==> config.mk <==
export PLATFORM = sky130hd
export DESIGN_NAME = fifo_rd_stream_flat
export DESIGN_NICKNAME = d
export VERILOG_FILES = /design/src/rtl/fifo_pkg.sv /design/src/rtl/fifo_rd_stream_if.sv /design/src/rtl/fifo_skid_buf.sv /design/src/rtl/fifo_rd_stream.sv /design/src/flat_wrapper.sv
export SDC_FILE = /design/constraint.sdc
export NUM_CORES = 1
export LEC_CHECK = 0
export BUFFER_PORTS_ARGS = -buffer_cell sky130_fd_sc_hd__buf_2
export CAP_MARGIN = 20
export CORE_MARGIN = 3
export CORE_UTILIZATION = 40
export DETAILED_ROUTE_END_ITERATION = 8
export GPL_TIMING_DRIVEN = 0
export HOLD_SLACK_MARGIN = 0.12
export PLACE_DENSITY_LB_ADDON = 0.08
export SLEW_MARGIN = 5
export SYNTH_ARGS = -nofsm -noshare
export SYNTH_HDL_FRONTEND = slang
export SYNTH_SLANG_ARGS = --single-unit
==> constraint.sdc <==
create_clock -name R_CLK -period 2.9 [get_ports R_CLK]
set_clock_uncertainty 0.05 [all_clocks]
set_input_delay 0.145 -clock R_CLK [delete_from_list [all_inputs] [get_ports R_CLK]]
set_output_delay 0.145 -clock R_CLK [all_outputs]
set_load 0.05 [all_outputs]
==> src/rtl/fifo_pkg.sv <==
// Shared constants for the FIFO read-side stream block.
// Default widths and the 2-bit skid-buffer occupancy encoding.
package fifo_pkg;

   localparam int unsigned DEF_DATA_WIDTH = 8;
   localparam int unsigned DEF_CNT_WIDTH  = 16;

   typedef logic [1:0] occ_t;

   localparam occ_t OCC_0 = 2'd0;
   localparam occ_t OCC_1 = 2'd1;
   localparam occ_t OCC_2 = 2'd2;

endpackage

==> src/rtl/fifo_rd_stream_if.sv <==
// FIFO read port plus downstream valid/ready stream and counters.
// master is the fifo_rd_stream side; slave is the FIFO/sink environment.
interface fifo_rd_stream_if import fifo_pkg::*; #(
   parameter int unsigned DATA_WIDTH = DEF_DATA_WIDTH,
   parameter int unsigned CNT_WIDTH  = DEF_CNT_WIDTH
);

   logic [DATA_WIDTH-1:0] RD_DATA;
   logic                  EMPTY;
   logic                  R_INC;
   logic [DATA_WIDTH-1:0] OUT_DATA;
   logic                  OUT_VALID;
   logic                  OUT_READY;
   logic                  FLUSH;
   logic [CNT_WIDTH-1:0]  DELIV_CNT;
   logic [CNT_WIDTH-1:0]  DROP_CNT;

   modport master (
      input  RD_DATA, EMPTY, OUT_READY, FLUSH,
      output R_INC, OUT_DATA, OUT_VALID, DELIV_CNT, DROP_CNT
   );

   modport slave (
      output RD_DATA, EMPTY, OUT_READY, FLUSH,
      input  R_INC, OUT_DATA, OUT_VALID, DELIV_CNT, DROP_CNT
   );

endinterface

==> src/rtl/fifo_skid_buf.sv <==
// Two-entry skid buffer: head drives the stream, tail absorbs one word of backpressure.
// Valid is a dedicated flop so the stream valid never comes from decode logic.
module fifo_skid_buf import fifo_pkg::*; #(
   parameter int unsigned DATA_WIDTH = DEF_DATA_WIDTH
) (
   input  logic                  clk,
   input  logic                  rst,
   input  logic                  pop,
   input  logic [DATA_WIDTH-1:0] pop_data,
   input  logic                  xfer,
   input  logic                  flush,
   output logic [DATA_WIDTH-1:0] head,
   output occ_t                  occ,
   output logic                  valid
);

   logic [DATA_WIDTH-1:0] head_q, head_d;
   logic [DATA_WIDTH-1:0] tail_q, tail_d;
   occ_t                  occ_q, occ_d;
   logic                  valid_q, valid_d;

   always_comb begin
      head_d = head_q;
      tail_d = tail_q;
      occ_d  = occ_q;
      unique case (occ_q)
         OCC_0: begin
            if (pop) begin
               head_d = pop_data;
               occ_d  = OCC_1;
            end
         end
         OCC_1: begin
            if (pop && !xfer) begin
               tail_d = pop_data;
               occ_d  = OCC_2;
            end else if (pop && xfer) begin
               head_d = pop_data;
            end else if (xfer) begin
               occ_d = OCC_0;
            end
         end
         OCC_2: begin
            // pop is blocked at occ 2, so only the tail can refill the head
            if (xfer) begin
               head_d = tail_q;
               occ_d  = OCC_1;
            end
         end
         default: occ_d = OCC_0;
      endcase
      if (flush) begin
         occ_d = OCC_0;
      end
      valid_d = (occ_d != OCC_0);
   end

   always_ff @(posedge clk) begin
      if (!rst) begin
         head_q  <= '0;
         tail_q  <= '0;
         occ_q   <= OCC_0;
         valid_q <= 1'b0;
      end else begin
         head_q  <= head_d;
         tail_q  <= tail_d;
         occ_q   <= occ_d;
         valid_q <= valid_d;
      end
   end

   assign head  = head_q;
   assign occ   = occ_q;
   assign valid = valid_q;

endmodule

==> src/rtl/fifo_rd_stream.sv <==
// Read-domain consumer: pops the async FIFO into a skid buffer and streams it out.
// Adds synchronous flush, a wrapping delivered counter and a saturating dropped counter.
module fifo_rd_stream import fifo_pkg::*; #(
   parameter int unsigned DATA_WIDTH = DEF_DATA_WIDTH,
   parameter int unsigned CNT_WIDTH  = DEF_CNT_WIDTH
) (
   input logic             R_CLK,
   input logic             R_RST,
   fifo_rd_stream_if.master bus
);

   occ_t                 occ;
   logic                 pop;
   logic                 xfer;
   logic [1:0]           drop_amt;
   logic [CNT_WIDTH:0]   drop_sum;
   logic [CNT_WIDTH-1:0] deliv_q, deliv_d;
   logic [CNT_WIDTH-1:0] drop_q, drop_d;

   assign xfer = bus.OUT_VALID & bus.OUT_READY;

   // Depends only on EMPTY, FLUSH and registered occupancy; OUT_READY never reaches R_INC.
   assign pop       = ~bus.EMPTY & (occ < OCC_2) & ~bus.FLUSH & R_RST;
   assign bus.R_INC = pop;

   fifo_skid_buf #(
      .DATA_WIDTH (DATA_WIDTH)
   ) u_skid (
      .clk      (R_CLK),
      .rst      (R_RST),
      .pop      (pop),
      .pop_data (bus.RD_DATA),
      .xfer     (xfer),
      .flush    (bus.FLUSH),
      .head     (bus.OUT_DATA),
      .occ      (occ),
      .valid    (bus.OUT_VALID)
   );

   // A same-cycle transfer is a delivery, so it is excluded from the drop amount.
   assign drop_amt = occ - {1'b0, xfer};

   always_comb begin
      deliv_d  = deliv_q + CNT_WIDTH'(xfer);
      drop_sum = {1'b0, drop_q} + (CNT_WIDTH + 1)'(drop_amt);
      drop_d   = drop_q;
      if (bus.FLUSH) begin
         drop_d = drop_sum[CNT_WIDTH] ? '1 : drop_sum[CNT_WIDTH-1:0];
      end
   end

   always_ff @(posedge R_CLK) begin
      if (!R_RST) begin
         deliv_q <= '0;
         drop_q  <= '0;
      end else begin
         deliv_q <= deliv_d;
         drop_q  <= drop_d;
      end
   end

   assign bus.DELIV_CNT = deliv_q;
   assign bus.DROP_CNT  = drop_q;

endmodule

==> src/flat_wrapper.sv <==
// flat-port wrapper written by rule: the top's interface ports become plain ports
module fifo_rd_stream_flat import fifo_pkg::*;
#(
   parameter int unsigned DATA_WIDTH = DEF_DATA_WIDTH,
   parameter int unsigned CNT_WIDTH  = DEF_CNT_WIDTH
)
  (R_CLK, R_RST, bus_RD_DATA, bus_EMPTY, bus_OUT_READY, bus_FLUSH, bus_R_INC, bus_OUT_DATA, bus_OUT_VALID, bus_DELIV_CNT, bus_DROP_CNT);
  fifo_rd_stream_if #(.DATA_WIDTH(DATA_WIDTH), .CNT_WIDTH(CNT_WIDTH)) bus_i ();
  input logic R_CLK;
  input logic R_RST;
  input wire logic [$bits(bus_i.RD_DATA)-1:0] bus_RD_DATA;
  input wire logic [$bits(bus_i.EMPTY)-1:0] bus_EMPTY;
  input wire logic [$bits(bus_i.OUT_READY)-1:0] bus_OUT_READY;
  input wire logic [$bits(bus_i.FLUSH)-1:0] bus_FLUSH;
  output wire logic [$bits(bus_i.R_INC)-1:0] bus_R_INC;
  output wire logic [$bits(bus_i.OUT_DATA)-1:0] bus_OUT_DATA;
  output wire logic [$bits(bus_i.OUT_VALID)-1:0] bus_OUT_VALID;
  output wire logic [$bits(bus_i.DELIV_CNT)-1:0] bus_DELIV_CNT;
  output wire logic [$bits(bus_i.DROP_CNT)-1:0] bus_DROP_CNT;
  assign bus_i.RD_DATA = bus_RD_DATA;
  assign bus_i.EMPTY = bus_EMPTY;
  assign bus_i.OUT_READY = bus_OUT_READY;
  assign bus_i.FLUSH = bus_FLUSH;
  assign bus_R_INC = bus_i.R_INC;
  assign bus_OUT_DATA = bus_i.OUT_DATA;
  assign bus_OUT_VALID = bus_i.OUT_VALID;
  assign bus_DELIV_CNT = bus_i.DELIV_CNT;
  assign bus_DROP_CNT = bus_i.DROP_CNT;
  fifo_rd_stream #(.DATA_WIDTH(DATA_WIDTH), .CNT_WIDTH(CNT_WIDTH)) u_core (.R_CLK(R_CLK), .R_RST(R_RST), .bus(bus_i));
endmodule
-- Word level (Yosys, flattened, before mapping)
Index checks and enable logic that the tools add are counted.
- input bits: 13
- register bits after elaboration: 51
- equality and inequality tests: 6
- reduce and logical (&&, ||, !) cells: 8
- $lt $le $gt $ge: 1
- bitwise logic cells: 6
- $add $sub $neg: 3
- mux-type cells: 13
- operator list (operator ; number):
    8-bit 2-to-1 mux ; 4
    8-bit one-hot mux with 3 select lines ; 1
    16-bit by 2-bit adder with 17-bit output ; 1
    16-bit by 1-bit adder with 16-bit output ; 1
    16-bit 2-to-1 mux ; 1
    2-bit 2-to-1 mux ; 6
    2-bit inequality test, second input constant ; 4
    2-bit one-hot mux with 3 select lines ; 1
    5-bit AND reduction ; 1
    1-bit AND ; 4
    3-bit nonzero test ; 1
    2-bit by 1-bit == test with 1-bit output, second input constant ; 1
    2-bit == test, second input constant ; 1
    1-bit logical AND ; 2
    2-bit zero test ; 1
    2-bit less-than comparator, second input constant ; 1
    1-bit NOT ; 2
    2-bit AND reduction ; 1
    2-bit nonzero test ; 1
    2-bit by 1-bit subtractor with 2-bit output ; 1
    1-bit zero test ; 1

-- Logic depth before layout (Yosys ltp)
- depth after elaboration: 10
- depth in mapped cells: 9

-- Cells and area by module
From an unflattened synthesis, not the netlist that was laid out.
- cell total of the unflattened synthesis: 257
- area total of the unflattened synthesis: 2406.1 µm²
- modules (own cells, without submodules) (module ; sequential area each (µm²) ; times used ; area an instance (µm²) ; cells an instance):
    fifo_rd_stream ; 640.6 ; 1 ; 1576.5 ; 180
    fifo_skid_buf ; 380.4 ; 1 ; 829.5 ; 77

-- Worst setup path after synthesis
No wires, ideal clock.
- kind: register -> register
- start: reg u_core.u_skid.valid_q, in the netlist u_core.u_skid.valid
- end: reg u_core.drop_q[14], in the netlist u_core.bus.DROP_CNT[14]
- data required time: 2.759 ns
- setup time: 0.091 ns
- path slack: 0.323 ns
- data arrival time: 2.436 ns
- cell stages (with the launch flop): 10
- clock period less this slack: 2.577 ns
- cell sequence: dfxtp_1 > and2_1 > ha_1 > inv_1 > ha_1 > fa_1 > nand3_1 > nor4_1 > a21oi_1 > a311oi_1
- longest elaborated chain between the ends: 4
- RTL lines (what ; line ; RTL):
    start: declaration ; fifo_skid_buf.sv:20 ; logic valid_q, valid_d;
    start signal: assignment ; fifo_skid_buf.sv:68 ; valid_q <= valid_d;
    1-bit AND ; fifo_rd_stream.sv:20 ; assign xfer = bus.OUT_VALID & bus.OUT_READY;
    2-bit by 1-bit subtractor with 2-bit output ; fifo_rd_stream.sv:41 ; assign drop_amt = occ - {1'b0, xfer};
    16-bit by 2-bit adder with 17-bit output ; fifo_rd_stream.sv:45 ; drop_sum = {1'b0, drop_q} + (CNT_WIDTH + 1)'(drop_amt);
    16-bit 2-to-1 mux ; fifo_rd_stream.sv:48 ; drop_d = drop_sum[CNT_WIDTH] ? '1 : drop_sum[CNT_WIDTH-1:0];
    end signal: assignment ; fifo_rd_stream.sv:58 ; drop_q <= drop_d;
    end: declaration ; fifo_rd_stream.sv:18 ; logic [CNT_WIDTH-1:0] drop_q, drop_d;
Every way passes these cells.
A chain may end at the register's enable or synchronous reset.

-- Worst setup path in the final report
- start: reg u_core.u_skid.occ_q[0], in the netlist u_core.u_skid.occ[0]
- end: reg u_core.drop_q[2], in the netlist u_core.bus.DROP_CNT[2]
- longest elaborated chain between the ends: 3
- RTL lines (what ; line ; RTL):
    start: declaration ; fifo_skid_buf.sv:19 ; occ_t occ_q, occ_d;
    start signal: assignment ; fifo_skid_buf.sv:62 ; occ_q <= OCC_0;
    start signal: assignment ; fifo_skid_buf.sv:67 ; occ_q <= occ_d;
    2-bit by 1-bit subtractor with 2-bit output ; fifo_rd_stream.sv:41 ;
    16-bit by 2-bit adder with 17-bit output ; fifo_rd_stream.sv:45 ;
    16-bit 2-to-1 mux ; fifo_rd_stream.sv:48 ;
Every way passes these cells.

==> metrics.csv <==
metric;value;unit
worstHoldStart;R_RST;
seq_area_frac_synth;42.5;%
gp_congestion;0.793;
required;3.02;ns
ctsHtreeMaxLevel;2;
syn2layout_area_growth;22.6;%
hp-class;in2reg;
grt_pass1_vias;1936;
crit_type;reg2reg;
critPathMaxFanout;10;
p_leak;1.34;nW
slowest_stage;dfxtp_1;
wl_per_cell;13.0;um
synth_edf_count;0;
dr.pass1.iters;4;
final_cells;401;
grt_pass1_wl;8960;um
synthArstFlopShare;0;%
drt_iter0_drc;58;
syn-cell-area;2400;sq um
clockBufferDepth;2;
die_x;83.5;um
gr-total-overflow;0;
synth_cell_types;45;
num_io_pins;55;
maxCapViolCount;0;
max_slew_margin;64.1;%
synth_nets;279;
rr_startpoint;u_core.u_skid.occ[0];
ant_nets;0;
synth_ff_type;dfxtp_1;
endpoint_kind;flop;
die-area;6960;sq um
rsz0062_at_grt;no;
insertion_delay;0.30;ns
viasPerCell;5.10;
clk_pin_slew;0.09;ns
start_kind;flop;
die_y;83.5;um
finalHoldViolCount;0;
hold_depth;3;
path_cells;inv_1 > ha_1 > inv_1 > ha_1 > fa_1 > nand3_1 > nor2_1 > nand2_1 > a21oi_1;
numPortBuffers;54;
cts_tree;done;
drive_gt1_share;22.2;%
max_slew.worst_pin.slew;0.534;ns
drv_slew;0;
syn-instance-count;258;
core.rowCount;27;
cts_root_buffer;clkbuf_8;
route.detailed.drc;0;
cpPeakStageDelay;0.52;ns
peakVddDrop;0.221;mV
cts_made_buffers;5;
worst-r2r-cell-count;9;
clock_sinks;51;
vias;2044;
post-cts-setup-buffers;0;
yosys_register_bits;51;
floorplan.initialDensity;42.5;%
r2r-end;u_core.bus.DROP_CNT[2];
antenna_found_initial;0;
grt_max_degree;16;
fin_crit_sh;90.1;%
r2r_slack;0.29;ns
status;finished clean;
ys_warn_count;0;
final_cell_mix;buf_2 (56), dfxtp_1 (51), nor2_1 (21);
fmax;383;MHz
min_period;2.61;ns
avgSynthCellArea;9.30;sq um
hpwl;3890;um
cp.arrival;2.73;ns
setup_viol_count_final;0;
power.density;420;nW/um^2
nets;349;
antenna_cells;0;
drt_wl_total;5200;um
grt_usage;15.2;%
coreArea;5640;sq um
fillerInstances;546;
final_common_cell;buf_2;
setup_tns;0;ns
dp_cells;384;
holdPathEnd;u_core.u_skid.occ[0];
[per-stage QoR]
step	hold slack, ns	cell area (sq um)	utilization [%]	total power, W	setup slack [ns]
2_1_floorplan	0.239	2400	-	0.000802	0.323
3_3_place_gp	0.341	2760	48.9	0.000832	0.271
3_5_place_dp	0.354	2760	48.9	0.000833	0.232
4_1_cts	0.120	2940	52.0	0.00125	0.187
5_1_grt	0.143	2940	52.1	0.00129	0.0586
6_report	0.130	2940	52.1	0.00124	0.287
[synth_stat cells (8+ instances only)]
library cell | count | share of area, %
mux2i_1 | 19 | 7.9
inv_1 | 10 | 1.6
nor2_1 | 21 | 3.3
a21oi_1 | 16 | 3.3
o311a_1 | 8 | 3.3
xnor2_1 | 13 | 4.7
nand4_1 | 10 | 2.6
dfxtp_1 | 51 | 43
nand3_1 | 8 | 1.7
nor3_1 | 8 | 1.7
o21ai_1 | 8 | 1.7
nand2_1 | 15 | 2.3
[logic make-up (layout without fill, tap and decap cells)]
family          count (synthesis)  in the layout  share of synthesized area [%]
compound gates                 50             50                           13.6
xor+xnor                       18             18                           6.57
simple gates                   91             91                           20.8
mux                            19             19                           7.92
buf+inv                        21             92                           4.17
flops                          51             51                           42.5
fa+ha+maj                       8              8                           4.48
[sequential cells by signal (all words and copies together), names as in the netlist]
| signal | flops |
|---|---|
| u_core.bus.DELIV_CNT | 16 |
| u_core.u_skid.valid | 1 |
| u_core.u_skid.occ | 2 |
| u_core.bus.DROP_CNT | 16 |
| u_core.u_skid.head | 8 |
| u_core.u_skid.tail_q | 8 |
[worst max path at each step]
stage / start / end / slack (ns) / cells past startpoint
global route: u_core.u_skid.occ[0] / u_core.bus.DROP_CNT[4] / 0.06 / 9
CTS: u_core.u_skid.occ[0] / u_core.bus.DROP_CNT[14] / 0.19 / 9
detailed placement: u_core.u_skid.occ[0] / u_core.bus.DROP_CNT[14] / 0.23 / 9
floorplan: u_core.u_skid.valid / u_core.bus.DROP_CNT[14] / 0.32 / 9
global placement: u_core.u_skid.occ[0] / u_core.bus.DROP_CNT[14] / 0.27 / 9
finish: u_core.u_skid.occ[0] / u_core.bus.DROP_CNT[2] / 0.29 / 9
[worst max-delay path: cells and delay by family, from the launching register on]
kind / cells / cell delay [ns]
compound gates: 1 / 0.12
fa+ha+maj: 3 / 0.95
buf+inv: 2 / 0.19
flops: 1 / 0.52
simple gates: 3 / 0.66
[layout make-up]
type                            count  area, sq um  area share [%]
Clock buffer                        6         72.6            2.47
Sequential cell                    51         1020            34.7
Clock inverter                      2         12.5           0.425
Buffer                             10         58.8            2.00
Inverter                           11         41.3            1.40
Timing Repair Buffer               63          360            12.3
Multi-Input combinational cell    186         1280            43.7
Tap cell                           72         90.1            3.06
[timing repair]
| item | CTS | global route |
|---|---|---|
| hold endpoints to repair | 9 | 0 |
| endpoints found under the setup margin | 0 | 1 |
| hold buffers | 9 | 0 |
| resized for setup | 0 | 1 |
[layer usage]
| metal | wire length, um | global-route usage (%) |
|---|---|---|
| met1 | 2520 | 19.8 |
| met2 | 2350 | 25.4 |
| met3 | 286 | 4.05 |
| met4 | 48 | 3.07 |
| met5 | 0 | 0 |
[where the power goes]
group | internal (W) | switching, W | total, W
clock | 0.000169 | 0.000242 | 0.000412
combinational | 0.0000389 | 0.0000707 | 0.000110
sequential | 0.000709 | 0.00000594 | 0.000715
total | 0.000917 | 0.000319 | 0.00124
Note: power is estimated with default switching activity, not from simulation.
